==> src/rtl/magnitude_comparator_serial.sv <==
// magnitude_comparator_serial
// Digit-serial magnitude comparator: compares two WIDTH-bit operands DIGIT
// bits per cycle, most-significant digit first, unsigned or two's-complement.
// Results are one-hot lt/gt/eq flags.
//
// Handshake rules for both ports:
// - A transfer happens on a rising edge where valid && ready.
// - in_ready is high only in IDLE.
// - While out_valid is high and out_ready is low, the flags and out_valid
//   stay stable.
//
// Optional build macro COMPARE_EARLY_EXIT_EN: when defined, the compare ends
// on the edge that records the first unequal digit. When undefined, every
// compare takes NUM_STEPS cycles (constant time). The result flags are the
// same in both builds.
module magnitude_comparator_serial #(
  parameter int WIDTH = 16,
  parameter int DIGIT = 4
) (
  input  logic             clk,
  input  logic             rst_n,
  input  logic             in_valid,
  output logic             in_ready,
  input  logic [WIDTH-1:0] a,
  input  logic [WIDTH-1:0] b,
  input  logic             signed_mode,
  output logic             out_valid,
  input  logic             out_ready,
  output logic             lt,
  output logic             gt,
  output logic             eq,
  output logic [1:0]       dbg_state
);

  localparam int NUM_STEPS = WIDTH / DIGIT;
  localparam int CNT_W     = (NUM_STEPS > 1) ? $clog2(NUM_STEPS) : 1;
  localparam logic [CNT_W-1:0] LAST_STEP = CNT_W'(NUM_STEPS - 1);

  typedef enum logic [1:0] {
    S_IDLE    = 2'd0,
    S_COMPARE = 2'd1,
    S_DONE    = 2'd2
  } state_e;

  state_e           state_q, state_d;
  logic [CNT_W-1:0] step_q;
  logic [WIDTH-1:0] a_q, b_q;
  logic             signed_q;
  logic             lt_q, gt_q, eq_q, decided_q;

  logic [DIGIT-1:0] a_dig, b_dig;
  logic             dig_differs, dig_lt;

  // Current digit pair. The operand registers shift left each step, so the
  // digit under test always sits at the top. On the first step of a signed
  // compare, both sign bits are flipped so an unsigned compare orders
  // two's-complement values correctly.
  always_comb begin
    a_dig = a_q[WIDTH-1 -: DIGIT];
    b_dig = b_q[WIDTH-1 -: DIGIT];
    if (signed_q && (step_q == '0)) begin
      a_dig[DIGIT-1] = ~a_dig[DIGIT-1];
      b_dig[DIGIT-1] = ~b_dig[DIGIT-1];
    end
    dig_differs = (a_dig != b_dig);
    dig_lt      = (a_dig < b_dig);
  end

  // State register.
  always_ff @(posedge clk or negedge rst_n) begin
    if (!rst_n) begin
      state_q <= S_IDLE;
    end else begin
      state_q <= state_d;
    end
  end

  // Next-state logic.
  always_comb begin
    state_d = state_q;
    case (state_q)
      S_IDLE: begin
        if (in_valid) state_d = S_COMPARE;
      end
      S_COMPARE: begin
        if (step_q == LAST_STEP) state_d = S_DONE;
`ifdef COMPARE_EARLY_EXIT_EN
        if (!decided_q && dig_differs) state_d = S_DONE;
`endif
      end
      S_DONE: begin
        if (out_ready) state_d = S_IDLE;
      end
      default: state_d = S_IDLE;
    endcase
  end

  // Outputs are decoded from registers only. The flags are masked
  // outside DONE, so a decision recorded mid-compare never leaks out.
  always_comb begin
    in_ready  = (state_q == S_IDLE);
    out_valid = (state_q == S_DONE);
    lt        = out_valid & lt_q;
    gt        = out_valid & gt_q;
    eq        = out_valid & eq_q;
    dbg_state = state_q;
  end

  // Operand capture, digit stepping and decision recording.
  always_ff @(posedge clk or negedge rst_n) begin
    if (!rst_n) begin
      step_q    <= '0;
      a_q       <= '0;
      b_q       <= '0;
      signed_q  <= 1'b0;
      lt_q      <= 1'b0;
      gt_q      <= 1'b0;
      eq_q      <= 1'b0;
      decided_q <= 1'b0;
    end else begin
      case (state_q)
        S_IDLE: begin
          if (in_valid) begin
            a_q       <= a;
            b_q       <= b;
            signed_q  <= signed_mode;
            step_q    <= '0;
            lt_q      <= 1'b0;
            gt_q      <= 1'b0;
            eq_q      <= 1'b0;
            decided_q <= 1'b0;
          end
        end
        S_COMPARE: begin
          a_q    <= a_q << DIGIT;
          b_q    <= b_q << DIGIT;
          step_q <= step_q + CNT_W'(1);
          // The first unequal digit decides. Later digits are ignored.
          if (!decided_q && dig_differs) begin
            decided_q <= 1'b1;
            lt_q      <= dig_lt;
            gt_q      <= ~dig_lt;
          end
          // If every digit matched, the operands are equal.
          if ((state_d == S_DONE) && !decided_q && !dig_differs) begin
            eq_q <= 1'b1;
          end
        end
        default: ;
      endcase
    end
  end

endmodule

==> config.mk <==
export PLATFORM = sky130hd
export DESIGN_NAME = magnitude_comparator_serial
export DESIGN_NICKNAME = d
export VERILOG_FILES = /design/src/rtl/magnitude_comparator_serial.sv
export SDC_FILE = /design/constraint.sdc
export NUM_CORES = 1
export LEC_CHECK = 0
export ABC_AREA = 1
export BUFFER_PORTS_ARGS = -buffer_cell sky130_fd_sc_hd__buf_2
export CAP_MARGIN = 20
export CORE_AREA = 2 2 64 111
export CTS_CLUSTER_SIZE = 14
export DETAILED_ROUTE_END_ITERATION = 6
export DIE_AREA = 0 0 66 113
export PLACE_DENSITY = 0.5
export SYNTH_ARGS = -nofsm -noshare
export SYNTH_HDL_FRONTEND = slang
export SYNTH_SLANG_ARGS = --single-unit
==> constraint.sdc <==
create_clock -name clk -period 1.14 [get_ports clk]
set_input_delay 0.171 -clock clk [delete_from_list [all_inputs] [get_ports clk]]
set_output_delay 0.171 -clock clk [all_outputs]
set_load 0.02 [all_outputs]
==> key figures <==
Logic synthesis
  • Share of flip-flops with an asynchronous set or reset: 100.0%
  • Area of the mapped netlist: 1896 um2
  • Yosys synthesis warning count: 0
  • Post-synthesis cell count: 218
  • Top-area cell type share of the netlist area: 54.13%
  • Average cell area after synthesis: 8.695 um2
  • Sequential cell area fraction in the yosys report: 54.13%
  • Top cell type by total area after synthesis: sky130_fd_sc_hd__dfrtp_1
  • EDFF count, synth: 0
  • Top post-synthesis cells by area: sky130_fd_sc_hd__dfrtp_1 (54%), sky130_fd_sc_hd__nand2_1 (10%), sky130_fd_sc_hd__o21ai_0 (7.7%)
  • Net count of the mapped netlist: 260
  • Primary flip-flop cell chosen by synthesis mapping: sky130_fd_sc_hd__dfrtp_1
  • Flip-flop and latch count after synthesis: 41
  • Cell variety after synth: 24

Finish
  • Number of diodes added for antenna fixing: 0
  • Share of layout cells above drive strength 1: 39.16%
  • Area of the multi-input gates: 873.3 um2
  • Most common library cell in the layout ignoring fill and taps: sky130_fd_sc_hd__nand2_1
  • Most frequent cells in the layout: sky130_fd_sc_hd__nand2_1 (47), sky130_fd_sc_hd__dfrtp_1 (39), sky130_fd_sc_hd__buf_2 (38)
  • Synth-to-Final Area Change: 48.85%
  • Number of nets in the layout: 328
  • Cell area after layout: 2821 um2
  • Fill count: 678
  • Area occupied by registers: 1028 um2

Min path
  • Worst hold-check path type: in2reg

Routing
  • Vias: 1693
  • Met2 wire len: 2705 um
  • Via-to-Cell Ratio: 4.601
  • Average wire per standard cell: 13.40 um
  • Total routed wirelength: 4931 um
  • Number of search-and-repair iterations in the first detailed-routing pass: 4
  • Drt first-iter violations: 22
  • DRC violation count after routing: 0
  • Met3 routed WL: 194 um
  • Top layer used by detailed routing: met4
  • Met1 wire length: 1949 um
  • Number of antenna-violating nets in the routed design: 0

Power and ir drop
  • Leakage: 1.359 nW
  • Clock network power share: 15.6%
  • Relative contribution of combinational cells to total power: 55.2%
  • Power Total: 8.782 mW
  • Switching share of power: 40.08%
  • Sequential Power Share: 29.2%
  • Highest ir drop seen on vdd: 0.001113 V
  • Internal: 5.262 mW
  • Switch Pwr: 3.519 mW
  • Power per Cell Area: 3113 nW/um2

STA
  • Final-report setup violation count: 45
  • Final WS setup: -0.2088 ns
  • Final-report max-slew violation count: 0
  • Final hold violations: 0
  • Post-route worst hold slack: 0.06900 ns
  • Upper clock frequency limit: 741.4 MHz
  • Shortest clock period the worst path allows after layout: 1.349 ns
  • Final TNS setup: -6.635 ns
  • Actual slew at the worst max-slew pin: 0.3871 ns
  • Worst slew margin: 74.20%
  • Final worst-path cycle share: 118.3%
  • RSZ-0062 raised after global routing: yes
  • Final Skew: 0.004572 ns

Clock network
  • CTS sink cnt: 41
  • CTS root buffer: sky130_fd_sc_hd__clkbuf_16
  • Clk Latency, worst-skew pair: 0.28 ns
  • Maximum number of buffers from clock root to sink: 2
  • Clock tree from TritonCTS: built
  • Max H-tree Level: 2
  • Number of buffers created by CTS: 5
  • Clock slew at the register clock pins of the worst setup and hold paths: 0.06 ns

Floorplan
  • Core region area: 6539 um2
  • DIE HEIGHT: 113 um
  • Die footprint: 7458 um2
  • Initial Util: 28.99%
  • Number of placed I/O pins: 44
  • Overall die width: 66 um
  • Standard-cell row count: 39

Outcome
  • Result of the run: complete, but fails checks
  • Violated checks: negative setup slack

Setup path
  • Capturing point of the worst reg2reg path: b_q[8]$_DFFE_PN0P_
  • Highest fanout seen on the critical path: 6
  • Internal reg-to-reg setup slack: -0.21 ns
  • Path type of the worst setup path: reg2reg
  • Critical path arrival: 1.55 ns
  • Startpoint types: flip-flop
  • Launch point of the worst reg-to-reg path: dbg_state[1]$_DFF_PN0_
  • Critical Path Sink Type: flip-flop
  • Crit path capture: b_q[8]$_DFFE_PN0P_
  • Worst reg2reg path depth: 7
  • Launch point of the worst path: dbg_state[1]$_DFF_PN0_
  • Data required time of the critical path: 1.35 ns

Placed design
  • Count of input and output buffers: 43
  • Dpl cell area: 2402 um2
  • Post-detailed-placement half-perimeter wirelength: 3402 um
  • Placement Setup Slack: -0.1434 ns
  • Routability Congestion: 0.7894

Global route
  • Pin count of the biggest net entering global routing: 23
  • Wire length of the first global-routing pass: 8238 um
  • Overall global routing resource usage: 14.46%
  • Remaining global-route overflow: 0
  • Via count of the first global-routing pass: 1770
  • Antenna violations before repair: 0

Flow run
  • Max Cap Viol: 0
[metal layers]
| metal | up-vias | track usage, % |
|---|---|---|
| met3 | 7 | 3.082 |
| met5 | - | 0 |
| met2 | 32 | 26.53 |
| li1 | 845 | - |
| met4 | 0 | 5.306 |
| met1 | 809 | 15.89 |
[critical path, stage by stage, from the launching register on]
cell                        delay [ns]
sky130_fd_sc_hd__dfrtp_2          0.44
sky130_fd_sc_hd__buf_6            0.13
sky130_fd_sc_hd__nor2_4           0.14
sky130_fd_sc_hd__inv_4            0.06
sky130_fd_sc_hd__nand2_8          0.13
sky130_fd_sc_hd__clkbuf_16        0.17
sky130_fd_sc_hd__o21ai_2          0.05
sky130_fd_sc_hd__o21ai_1          0.13
[kinds of logic after synthesis]
logic type / count (synthesis) / share of synthesized area, %
flops: 41 / 54.13
simple gates: 82 / 17.49
fa+ha+maj: 5 / 3.300
compound gates: 55 / 17.23
buf+inv: 35 / 7.854
[registers in the layout (all words and copies together) (netlist names)]
register   flops
a_q           16
b_q           16
dbg_state      2
step_q         2
decided_q      1
eq_q           1
gt_q           1
lt_q           1
signed_q       1
[layout make-up]
cell class / count / area share, %
tap: 82 / 3.636
timing repair buffer: 70 / 19.73
inverter: 26 / 4.169
sequential: 41 / 36.45
clock buffer: 7 / 5.055
multi-input combinational: 142 / 30.95
[synthesized netlist by cell type (3+ instances only)]
| cell type | instances |
|---|---|
| sky130_fd_sc_hd__nand2_1 | 51 |
| sky130_fd_sc_hd__dfrtp_1 | 41 |
| sky130_fd_sc_hd__o21ai_0 | 29 |
| sky130_fd_sc_hd__nor2_1 | 24 |
| sky130_fd_sc_hd__inv_1 | 23 |
| sky130_fd_sc_hd__o211ai_1 | 7 |
| sky130_fd_sc_hd__o22ai_1 | 6 |
| sky130_fd_sc_hd__a22o_1 | 5 |
| sky130_fd_sc_hd__buf_2 | 5 |
| sky130_fd_sc_hd__ha_1 | 5 |
| sky130_fd_sc_hd__inv_2 | 3 |
| sky130_fd_sc_hd__nand3_1 | 3 |
| sky130_fd_sc_hd__o21ai_1 | 3 |
[power groups by stage]
stage          clock, mW  combinational, mW  sequential [mW]
2_1_floorplan          0               2.42             2.49
3_3_place_gp           0               3.62             2.53
3_5_place_dp           0               3.64             2.53
4_1_cts             1.41               4.63             2.52
5_1_grt             1.48               5.37             2.64
6_report            1.37               4.85             2.56
[per-stage QoR]
stage	utilization (%)	instances
2_1_floorplan	-	218
3_3_place_gp	36.74	354
3_5_place_dp	36.74	354
4_1_cts	41.91	368
5_1_grt	43.15	368
6_report	43.15	368
[worst min path at each step]
stage	start	to	slack, ns	depth (start not counted)
after floorplan	rst_n	a_q[0]$_DFFE_PN0P_	-0.12	0
after global placement	rst_n	b_q[2]$_DFFE_PN0P_	0.11	1
after detailed placement	rst_n	b_q[9]$_DFFE_PN0P_	0.11	1
after CTS	out_ready	dbg_state[1]$_DFF_PN0_	0.08	2
after global routing	out_ready	dbg_state[1]$_DFF_PN0_	0.07	2
final	out_ready	dbg_state[1]$_DFF_PN0_	0.07	2
[repair_timing]
action | CTS | global route
hold buffers | 1 | 0
resized for setup | 42 | 30
endpoints found under the setup margin | 43 | 46
hold endpoints to repair | 12 | 0
pin swaps | 3 | 18
setup buffers | 4 | 2
gates cloned | 2 | 1
Power figures use the tool's default switching activity.
